`config.mk`:
```
export PLATFORM = sky130hd
export DESIGN_NAME = press_train_tx
export DESIGN_NICKNAME = d
export VERILOG_FILES = /design/src/rtl/press_train_tx.sv
export SDC_FILE = /design/constraint.sdc
export NUM_CORES = 1
export LEC_CHECK = 0
export ABC_AREA = 1
export CORE_AREA = 4 4 63 109
export DETAILED_ROUTE_END_ITERATION = 8
export DIE_AREA = 0 0 67 113
export GPL_TIMING_DRIVEN = 1
export PLACE_DENSITY_LB_ADDON = 0.05
export SLEW_MARGIN = 0
export SYNTH_ARGS = -nofsm -noshare
export SYNTH_HDL_FRONTEND = slang
export SYNTH_SLANG_ARGS = --single-unit
```
`constraint.sdc`:
```
create_clock -name clk -period 2.4 [get_ports clk]
set_clock_uncertainty 0.2 [all_clocks]
set_input_delay 0.48 -clock clk [delete_from_list [all_inputs] [get_ports clk]]
set_output_delay 0.48 -clock clk [all_outputs]
set_load 0.02 [all_outputs]
```
`src/rtl/press_train_tx.sv`:
```
`default_nettype none
// ============================================================================
// Module      : press_train_tx
// Description : Button-press emulator. Latches a press count on start and
//               emits that many clean press/release pulses on btn_out, with
//               press and gap lengths long enough to survive a downstream
//               synchronizer and debounce filter. Optional abort ends the
//               train early, always leaving a full trailing low period.
// Revision    : 1.0 - initial release
// ============================================================================
module press_train_tx #(
    parameter int CNT_W        = 6,
    parameter int PRESS_CYCLES = 131072,
    parameter int GAP_CYCLES   = 131072,
    parameter int TMR_W        = 20
) (
    input  logic             clk,
    input  logic             reset,
    input  logic             start,
    input  logic [CNT_W-1:0] count,
    input  logic             abort,
    output logic             ready,
    output logic             btn_out,
    output logic             done,
    output logic             aborted,
    output logic [CNT_W-1:0] pulses_sent
);

    typedef enum logic [2:0] {
        S_IDLE      = 3'd0,
        S_PRESS     = 3'd1,
        S_GAP       = 3'd2,
        S_FINAL_GAP = 3'd3,
        S_DONE      = 3'd4
    } state_t;

    // Timer reload values: the timer counts down to zero, so a phase of
    // N cycles is loaded with N-1.
    localparam logic [TMR_W-1:0] c_press_load = TMR_W'(PRESS_CYCLES - 1);
    localparam logic [TMR_W-1:0] c_gap_load   = TMR_W'(GAP_CYCLES - 1);

    state_t             r_state;
    logic [TMR_W-1:0]   r_timer;
    logic [CNT_W-1:0]   r_count;

    // Phase sequencer; every output is computed alongside the next state so
    // it changes on the same edge as the state it belongs to.
    always_ff @(posedge clk) begin
        if (reset) begin
            r_state     <= S_IDLE;
            r_timer     <= '0;
            r_count     <= '0;
            ready       <= 1'b1;
            btn_out     <= 1'b0;
            done        <= 1'b0;
            aborted     <= 1'b0;
            pulses_sent <= '0;
        end else begin
            unique case (r_state)
                S_IDLE: begin
                    if (start) begin
                        r_count     <= count;
                        pulses_sent <= '0;
                        aborted     <= 1'b0;
                        ready       <= 1'b0;
                        if (count != '0) begin
                            r_state <= S_PRESS;
                            r_timer <= c_press_load;
                            btn_out <= 1'b1;
                        end else begin
                            // Zero-length train: report completion with no press.
                            r_state <= S_DONE;
                            done    <= 1'b1;
                        end
                    end
                end

                S_PRESS: begin
                    if (abort) begin
                        // Abort wins over the final-cycle increment, so a
                        // truncated press is never counted.
                        r_state <= S_FINAL_GAP;
                        r_timer <= c_gap_load;
                        btn_out <= 1'b0;
                        aborted <= 1'b1;
                    end else if (r_timer == '0) begin
                        pulses_sent <= pulses_sent + CNT_W'(1);
                        r_state     <= S_GAP;
                        r_timer     <= c_gap_load;
                        btn_out     <= 1'b0;
                    end else begin
                        r_timer <= r_timer - TMR_W'(1);
                    end
                end

                S_GAP: begin
                    if (abort) begin
                        r_state <= S_FINAL_GAP;
                        r_timer <= c_gap_load;
                        aborted <= 1'b1;
                    end else if (r_timer == '0) begin
                        if (pulses_sent == r_count) begin
                            r_state <= S_DONE;
                            done    <= 1'b1;
                        end else begin
                            r_state <= S_PRESS;
                            r_timer <= c_press_load;
                            btn_out <= 1'b1;
                        end
                    end else begin
                        r_timer <= r_timer - TMR_W'(1);
                    end
                end

                S_FINAL_GAP: begin
                    // Trailing low so the receiver sees a settled release.
                    if (r_timer == '0) begin
                        r_state <= S_DONE;
                        done    <= 1'b1;
                    end else begin
                        r_timer <= r_timer - TMR_W'(1);
                    end
                end

                S_DONE: begin
                    r_state <= S_IDLE;
                    done    <= 1'b0;
                    ready   <= 1'b1;
                end

                default: begin
                    r_state <= S_IDLE;
                    r_timer <= '0;
                    ready   <= 1'b1;
                    btn_out <= 1'b0;
                    done    <= 1'b0;
                end
            endcase
        end
    end

endmodule
`default_nettype wire
```
==> out/metrics.yaml, run 1 <==
drc_errors: 0
cpMaxStageDelayCell: "clkdlybuf4s50_1"
tritoncts: "yes"
grt_max_degree: 29
place_area_sq_mm: 0.00292
dp_hpwl_um: 5590
drtAntennaViolNets: 0
synth_mux_area_share_pct: 0
worstReg2RegEnd: "r_timer[14]"
die_y_um: 113
cts_resized: 0
die_w_um: 67
portBuffers: 19
synth_compound_area_share_pct: 12.7
yosysUniqueCellTypes: 33
fin_crit_ps: 2180
p_comb_share_pct: 62.4
synth-seq-cells: 39
drt_first_pass_iters: 4
seq_power_share_pct: 26.5
yosysTopAreaCell: "dfxtp_1"
yosys.area_share.simple_pct: 43.7
hold_viol: 0
grt_remaining_overflow: 0
first_global_vias: 2579
max-clock-path-buffers: 2
synth_top_family_by_area: "simple AND/OR/NAND/NOR gates"
synth_xor_area_share_pct: 2.00
design_area_sq_mm: 0.00300
vdd_ir_drop_max_mv: 0.781
crit_start: "pulses_sent[4]"
crit_path_max_incr_delay_ps: 680
die_area_sq_mm: 0.00757
yosysSeqAreaShare_pct: 29.7
avgSynthCellArea_sq_um: 6.13
r2r_setup_slack_ps: 360
maxSlewHeadroom_pct: 73.6
routed_wl_um: 7440
path_buf_inv: 1
syn_area_sq_mm: 0.00263
hold_depth: 2
cp-start-kind: "register"
initial_core_util_pct: 43.6
clkSinkCount: 39
syn_inst: 429
path_cells: "clkdlybuf4s50_1"
hold_class: "register to register"
internal_power_uw: 2030
yosys_warnings: 0
clk_pin_slew_ps: 90
rsz0062_at_grt: "false"
first_iter_violations: 102
cts_hold_buf: 0
crit_type: "register to primary output"
htreeDepth: 2
tightest_slew_ps: 395
viasPerCell: 5.22
reg2reg_from: "r_state[2]"
ioPinCount: 20
drv_slew: 0
fin_util_pct: 49.7
root_buffer: "clkbuf_8"
p_clk_share_pct: 11.1
grt_first_pass_wirelength_um: 12000
fmax_mhz: 458
p_leak_uw: 0.00135
power_density_mw_per_mm2: 1410
core_area_sq_mm: 0.00604
end_kind: "primary output"
area_growth_pct: 14.0
cp.required_ps: 1720
whs_ps: 254
wl_per_cell_um: 14.1
final_nets: 461
cts_buffers: 5
synthAdderAreaFrac_pct: 1.43
num_rows: 38
globalRouteTotalUtil_pct: 21.0
crit_fanout: 6
netlist.area_leader.share_pct: 29.7
gp_congestion: 0.916
crit_arrival_ps: 1500
p_sw_uw: 2190
cts_setup_buffers: 0
setup_violations: 0
synth_fp_nets: 442
status: "finished, final reports clean"
critical-path-top-delay-family: "buffers and inverters"
synthTopCellsByArea: "dfxtp_1 30%, nand2_1 16%, nand3_1 10%, nor2_1 7.7%, inv_1 7.0%"
cap_violations: 0
antenna_found_initial: 0
fin_crit_sh_pct: 90.9
vias: 2764
rr_worst_depth: 9
num_antenna_cells: 0
p_sw_share_pct: 51.9
min_to: "done"
clock_latency_ps: 310
holdCritStartpoint: "done"
tns_ps: 0
drive_gt1_share_pct: 9.58
-- state kept, by name, summed over array words and instances (netlist names) --
register	flops
btn_out	1
done	1
aborted	1
r_timer	20
r_count	6
pulses_sent	6
ready	1
r_state	3
-- worst max-delay path by stage --
| stage | endpoint | slack [ps] | cells after the start |
|---|---|---|---|
| floorplan | r_timer[19] | 640 | 12 |
| global placement | r_timer[10] | 90 | 11 |
| detailed placement | r_timer[0] | 70 | 11 |
| CTS | pulses_sent[4] | 200 | 1 |
| global route | pulses_sent[5] | 180 | 9 |
| finish | pulses_sent[4] | 220 | 1 |
-- synthesized netlist by cell type (all sizes together) --
library cell	n
o211ai	1
a31oi	1
nor3	8
ha	3
dfxtp	39
a21boi	1
or2	1
nor2	63
inv	52
nand3b	1
xor2	5
o21bai	1
nand2	121
nand4	6
nand3	57
o21ai	19
xnor2	1
buf	7
a21oi	37
clkbuf	5
-- per-layer routing --
metal / GRT usage [%] / wire, um / up-vias
met2: 41.8 / 4290 / 44
met3: 3.48 / 160 / 11
met5: 0 / 0 / -
li1: - / - / 1426
met1: 19.3 / 2800 / 1283
met4: 9.76 / 188 / 0
-- power by group through the flow --
stage	logic [uW]	clock network (uW)	registers, uW
after CTS	2660	474	1120
after global routing	2980	496	1150
final	2640	469	1120
after detailed placement	2650	0	1130
after floorplan	1950	0	1120
after global placement	2630	0	1130
-- tightest hold or removal path: stages (launching register included) --
cell and delay [ps]:
dfxtp_1 310, inv_1 50, a21oi_1 60
-- cells by family after synthesis --
group | after synthesis
adders and majority gates | 3
AOI/OAI and AO/OA | 60
and+or+nand+nor | 257
DFF | 39
buffers and inverters | 64
xor gates and xnor gates | 6
-- stage by stage --
stage / cells / setup slack [ps] / total power [uW]
CTS: 529 / 200 / 4250
global placement: 521 / 91.0 / 3760
detailed placement: 521 / 65.0 / 3780
floorplan: 429 / 640 / 3060
global route: 529 / 179 / 4620
finish: 529 / 219 / 4230
-- layout make-up --
type                            instances  area [sq um]
Fill cell                             672          3040
Multi-Input combinational cell        326          1580
Sequential cell                        39           781
Timing Repair Buffer                   24           265
Inverter                               52           195
Tap cell                               80           100
Clock buffer                            5          68.8
Clock inverter                          3          15.0
-- cells in the final DEF (no fill, tap or decap), types with 4 or more instances in the layout --
cell	instances
nor3_1	6
a21oi_2	6
nand3_1	55
nand2_2	4
clkdlybuf4s50_1	19
nor2_1	54
nand2_1	115
inv_1	49
clkbuf_8	5
nor2_2	6
o21ai_0	15
xor2_1	5
dfxtp_1	39
nand4_1	6
a21oi_1	31
Note: power is estimated with default switching activity, not from simulation.
==> run 2, diff against run 1 <==
- CAP_MARGIN: default -> 20
- CORE_AREA: 4 4 63 109 -> 4 4 56 96
- DIE_AREA: 0 0 67 113 -> 0 0 60 100
==> run 2 against run 1 <==
Setup slack gained 56 ps. Sequential power is essentially flat. Worst hold slack lost 3.6 ps. Cell area shrank 1.2%. Cell count shrank 5.1%. Power shrank 0.67%. First-iteration DRC count grew 64%. Clock power grew 7.2%. Critical endpoint is now pulses_sent[2]. Largest power group unchanged. Highest routed layer unchanged.
==> out/metrics.yaml, run 2 (same netlist as run 1, synthesis figures left out) <==
status: "finished, final reports clean"
mostFrequentLayoutCell: "nand2_1"
fill_cells: 430  # -36%
r2r_setup_slack_ps: 370  # about the same
area_growth_pct: 12.6
fmax_mhz: 471  # +2.6%
regMostFlops: "r_timer"
fin_crit_sh_pct: 88.6  # -2.3 points
hold_viol: 0  # unchanged
largest_register_ffs: 20  # unchanged
reg2reg_from: "r_state[2]"
hold_class: "register to register"
max-clock-path-buffers: 2  # unchanged
die_area_sq_mm: 0.00600  # -21%
grt_max_degree: 29  # unchanged
dp_hpwl_um: 5100  # -8.8%
cts_buffers: 5  # unchanged
drive_gt1_share_pct: 9.56  # -0.021 points
die_w_um: 60  # -10%
path_cells: "clkdlybuf4s50_1"
globalRouteTotalUtil_pct: 24.7  # +3.7 points
clk_pin_slew_ps: 80  # about the same
tritoncts: "yes"
clock_latency_ps: 290  # -20 ps
num_rows: 33  # -13%
drc_errors: 0  # unchanged
cts_setup_buffers: 0  # unchanged
first_global_vias: 2683  # +4.0%
rr_worst_depth: 9  # unchanged
layout_common_cells: "115 x nand2_1, 55 x nand3_1, 54 x nor2_1"
cts_hold_buf: 0  # unchanged
cts_resized: 0  # unchanged
core_area_sq_mm: 0.00462  # -23%
worst_slack_ps: 275  # +55.7 ps
crit_arrival_ps: 1450  # -50 ps
drt_first_pass_iters: 4  # unchanged
post-place-ws_ps: 115  # +49.9 ps
final_nets: 462  # +0.22%
antenna_found_initial: 0  # unchanged
holdCritStartpoint: "done"
first_iter_violations: 167  # +64%
fin_util_pct: 64.1  # +14 points
crit_fanout: 6  # unchanged
maxSlewHeadroom_pct: 76.2  # +2.6 points
htreeDepth: 2  # unchanged
fin_crit_ps: 2130  # -55.7 ps
num_antenna_cells: 0  # unchanged
portBuffers: 19  # unchanged
routed_wl_um: 6810  # -8.4%
root_buffer: "clkbuf_8"
die_y_um: 100  # -12%
whs_ps: 251  # -3.64 ps
hold_depth: 2  # unchanged
worstReg2RegEnd: "pulses_sent[1]"
viasPerCell: 5.54  # +6.0%
cpMaxStageDelayCell: "clkdlybuf4s50_1"
initial_core_util_pct: 56.9  # +13 points
p_leak_uw: 0.00135  # about the same
top_regs: "r_timer x20, pulses_sent x6, r_count x6"
grt_first_pass_wirelength_um: 11600  # -3.2%
wl_per_cell_um: 13.6  # -3.5%
end_kind: "primary output"
path_buf_inv: 1  # unchanged
cp-start-kind: "register"
ioPinCount: 20  # unchanged
rsz0062_at_grt: "false"
cap_violations: 0  # unchanged
power_density_mw_per_mm2: 1420  # +0.55%
grt_remaining_overflow: 0  # unchanged
min_to: "done"
clkSinkCount: 39  # unchanged
tightest_slew_ps: 357  # -37.9 ps
drv_slew: 0  # unchanged
vdd_ir_drop_max_mv: 0.833  # +6.6%
cp.required_ps: 1720  # about the same
tns_ps: 0  # unchanged
gp_congestion: 0.901  # -1.6%
setup_violations: 0  # unchanged
crit_type: "register to primary output"
vias: 2780  # +0.58%
crit_path_max_incr_delay_ps: 670  # about the same
critical-path-top-delay-family: "buffers and inverters"
drtAntennaViolNets: 0  # unchanged
==> run 2: changes by cell type in the layout (fill, tap and decap cells not counted), sizes merged <==
cell / delta
clkbuf: +3
clkinv: -3
buf: +1
==> run 2: stage by stage <==
| step | total power (uW) | instances | cell area, sq um |
|---|---|---|---|
| 3_5_place_dp | 3690 | 494 | 2860 |
| 2_1_floorplan | 3060 | 429 | 2630 |
| 5_1_grt | 4590 | 502 | 2960 |
| 6_report | 4200 | 502 | 2960 |
| 3_3_place_gp | 3640 | 494 | 2860 |
| 4_1_cts | 4210 | 502 | 2960 |
==> run 2: layer usage <==
layer | track usage (%) | vias to the layer above | wire length (um)
li1 | - | 1411 | -
met4 | 11.8 | 0 | 215
met1 | 25.1 | 1285 | 2620
met2 | 46.5 | 64 | 3780
met5 | 0 | - | 0
met3 | 3.35 | 20 | 190
==> run 2: final cells by class <==
class / count / area, sq um / share of cell area, %
inverter: 52 / 195 / 6.59
multi-input combinational: 326 / 1580 / 53.1
timing repair buffer: 25 / 248 / 8.36
sequential: 39 / 781 / 26.3
tap: 52 / 65.1 / 2.20
clock buffer: 8 / 100 / 3.38
==> run 2: worst max path at each step <==
stage               cells after the start           start              to
global route                            9      r_state[2]  pulses_sent[2]
CTS                                     1  pulses_sent[2]  pulses_sent[2]
floorplan                              12  pulses_sent[0]     r_timer[19]
global placement                       11        count[2]     r_timer[12]
finish                                  1  pulses_sent[2]  pulses_sent[2]
detailed placement                     11        count[2]     r_timer[17]
==> run 2: power by group <==
group          internal [uW]  switching [uW]
registers                873             240
clock network            263             240
logic                    922            1660
==> run 3, diff against run 2 <==
- CORE_AREA: 4 4 56 96 -> 4 4 76 131
- DIE_AREA: 0 0 60 100 -> 0 0 80 135
- GPL_TIMING_DRIVEN: 1 -> default
- PLACE_DENSITY_LB_ADDON: 0.05 -> default
==> run 3 against run 2 <==
Maximum frequency about the same. Setup slack better by 1.0 ps. Flip-flop and latch count unchanged. Critical path depth unchanged. Non-clock buffer count down 2. First-iteration DRC count down 4.2%. Count of clock-buffer cells in the layout down 2. Sequential share of layout area down 1.1 points. Worst hold slack better by 12 ps. Routed wire length up 8.1%. Combinational power about the same.
==> out/metrics.yaml, run 3 (same netlist as run 1, synthesis figures left out) <==
dp_hpwl_um: 5390  # +5.7%
globalRouteTotalUtil_pct: 14.1  # -11 points
num_rows: 46  # +39%
cts_setup_buffers: 0  # unchanged
rsz0062_at_grt: "false"
cts_buffers: 5  # unchanged
vias: 2777  # -0.11%
core_area_sq_mm: 0.00898  # +94%
grt_max_degree: 29  # unchanged
antenna_found_initial: 0  # unchanged
grt_first_pass_wirelength_um: 12100  # +4.0%
tns_ps: 0  # unchanged
mostFrequentLayoutCell: "nand2_1"
max-clock-path-buffers: 2  # unchanged
grt_remaining_overflow: 0  # unchanged
gp_congestion: 0.839  # -6.9%
path_buf_inv: 1  # unchanged
power_density_mw_per_mm2: 1420  # +0.46%
tightest_slew_ps: 471  # +114 ps
cts_resized: 0  # unchanged
status: "finished, final reports clean"
crit_start: "pulses_sent[2]"
layout_common_cells: "115 x nand2_1, 55 x nand3_1, 54 x nor2_1"
cp-start-kind: "register"
route.met2.wl_um: 3980  # +5.4%
wl_per_cell_um: 13.0  # -4.3%
fin_crit_sh_pct: 88.5  # about the same
cp.required_ps: 1720  # about the same
final_nets: 460  # -0.43%
clk_pin_slew_ps: 60  # -20 ps
ioPinCount: 20  # unchanged
wl_met1_um: 2800  # +6.6%
crit_type: "register to primary output"
area_growth_pct: 17.5
reg2reg_from: "r_state[2]"
drive_gt1_share_pct: 9.17  # -0.38 points
die_w_um: 80  # +33%
routed_wl_um: 7360  # +8.1%
crit_arrival_ps: 1440  # about the same
topRoutingLayerUsed: "met4"
holdCritStartpoint: "done"
p_leak_uw: 0.00137  # +1.2%
cap_violations: 0  # unchanged
end_kind: "primary output"
critical-path-top-delay-family: "buffers and inverters"
crit_path_max_incr_delay_ps: 670  # about the same
initial_core_util_pct: 29.3  # -28 points
cpMaxStageDelayCell: "clkdlybuf4s50_1"
num_antenna_cells: 0  # unchanged
htreeDepth: 2  # unchanged
fin_crit_ps: 2120  # -1.04 ps
hold_class: "register to register"
largest_register_ffs: 20  # unchanged
first_iter_violations: 160  # -4.2%
clock_latency_ps: 280  # about the same
maxSlewHeadroom_pct: 68.6  # -7.7 points
fmax_mhz: 471  # about the same
wl_met3_um: 327  # +72%
crit_fanout: 6  # unchanged
drtAntennaViolNets: 0  # unchanged
regMostFlops: "r_timer"
cts_hold_buf: 0  # unchanged
clkSinkCount: 39  # unchanged
tritoncts: "yes"
setup_violations: 0  # unchanged
drc_errors: 0  # unchanged
portBuffers: 19  # unchanged
vdd_ir_drop_max_mv: 0.520  # -38%
drv_slew: 0  # unchanged
viasPerCell: 4.90  # -12%
first_global_vias: 2608  # -2.8%
die_area_sq_mm: 0.0108  # +80%
top_regs: "r_timer x20, pulses_sent x6, r_count x6"
drt_first_pass_iters: 5  # +1
root_buffer: "clkbuf_16"
hold_viol: 0  # unchanged
die_y_um: 135  # +35%
finalPower_uw: 4400  # +4.7%
path_cells: "clkdlybuf4s50_1"
-- run 3: cell types whose count changed in the layout (fill, tap and decap cells not counted) --
cell,delta
clkinv_2,+1
clkbuf_1,-1
clkbuf_16,+5
clkbuf_8,-6
buf_4,-3
buf_12,+1
-- run 3: worst paths after layout --
path / endpoint / slack, ps / depth (start not counted)
worst min register to register: done / 260 / 2
worst min-delay path: done / 260 / 2
worst max register to register: r_timer[19] / 340 / 10
worst max-delay path: pulses_sent[2] / 280 / 1
-- run 3: final cells by class --
class	count	area, sq um
multi-input cells	326	1580
clock inverters	1	5.00
repair buffers	23	245
inverters	52	195
fillers	1030	5890
well taps	120	150
clock buffers	6	139
flip-flops and latches	39	781
-- run 3: report_power, final --
part	internal (uW)	switching [uW]	total, uW
clock	406	267	673
combinational	919	1690	2610
sequential	875	241	1120
total	2200	2200	4400
-- run 3: metal layers --
| metal | GRT usage (%) | vias to the layer above |
|---|---|---|
| met4 | 6.86 | 0 |
| met1 | 15.3 | 1254 |
| met2 | 26.2 | 87 |
| li1 | - | 1414 |
| met3 | 1.74 | 22 |
| met5 | 0 | - |
-- run 3: worst min-delay path, stage by stage (launching register included) --
cell and delay (ps):
dfxtp_1 310, inv_1 50, a21oi_1 50
-- run 3: through the flow --
stage          hold WS (ps)  utilization, %  worst slack (ps)  area (sq um)  std cells
2_1_floorplan           244               -               640          2630        429
3_3_place_gp            254            32.8              38.1          2950        560
3_5_place_dp            262            32.8           -0.0728          2950        560
4_1_cts                 271            34.4               285          3090        567
5_1_grt                 295            34.4               183          3090        567
6_report                262            34.4               276          3090        567
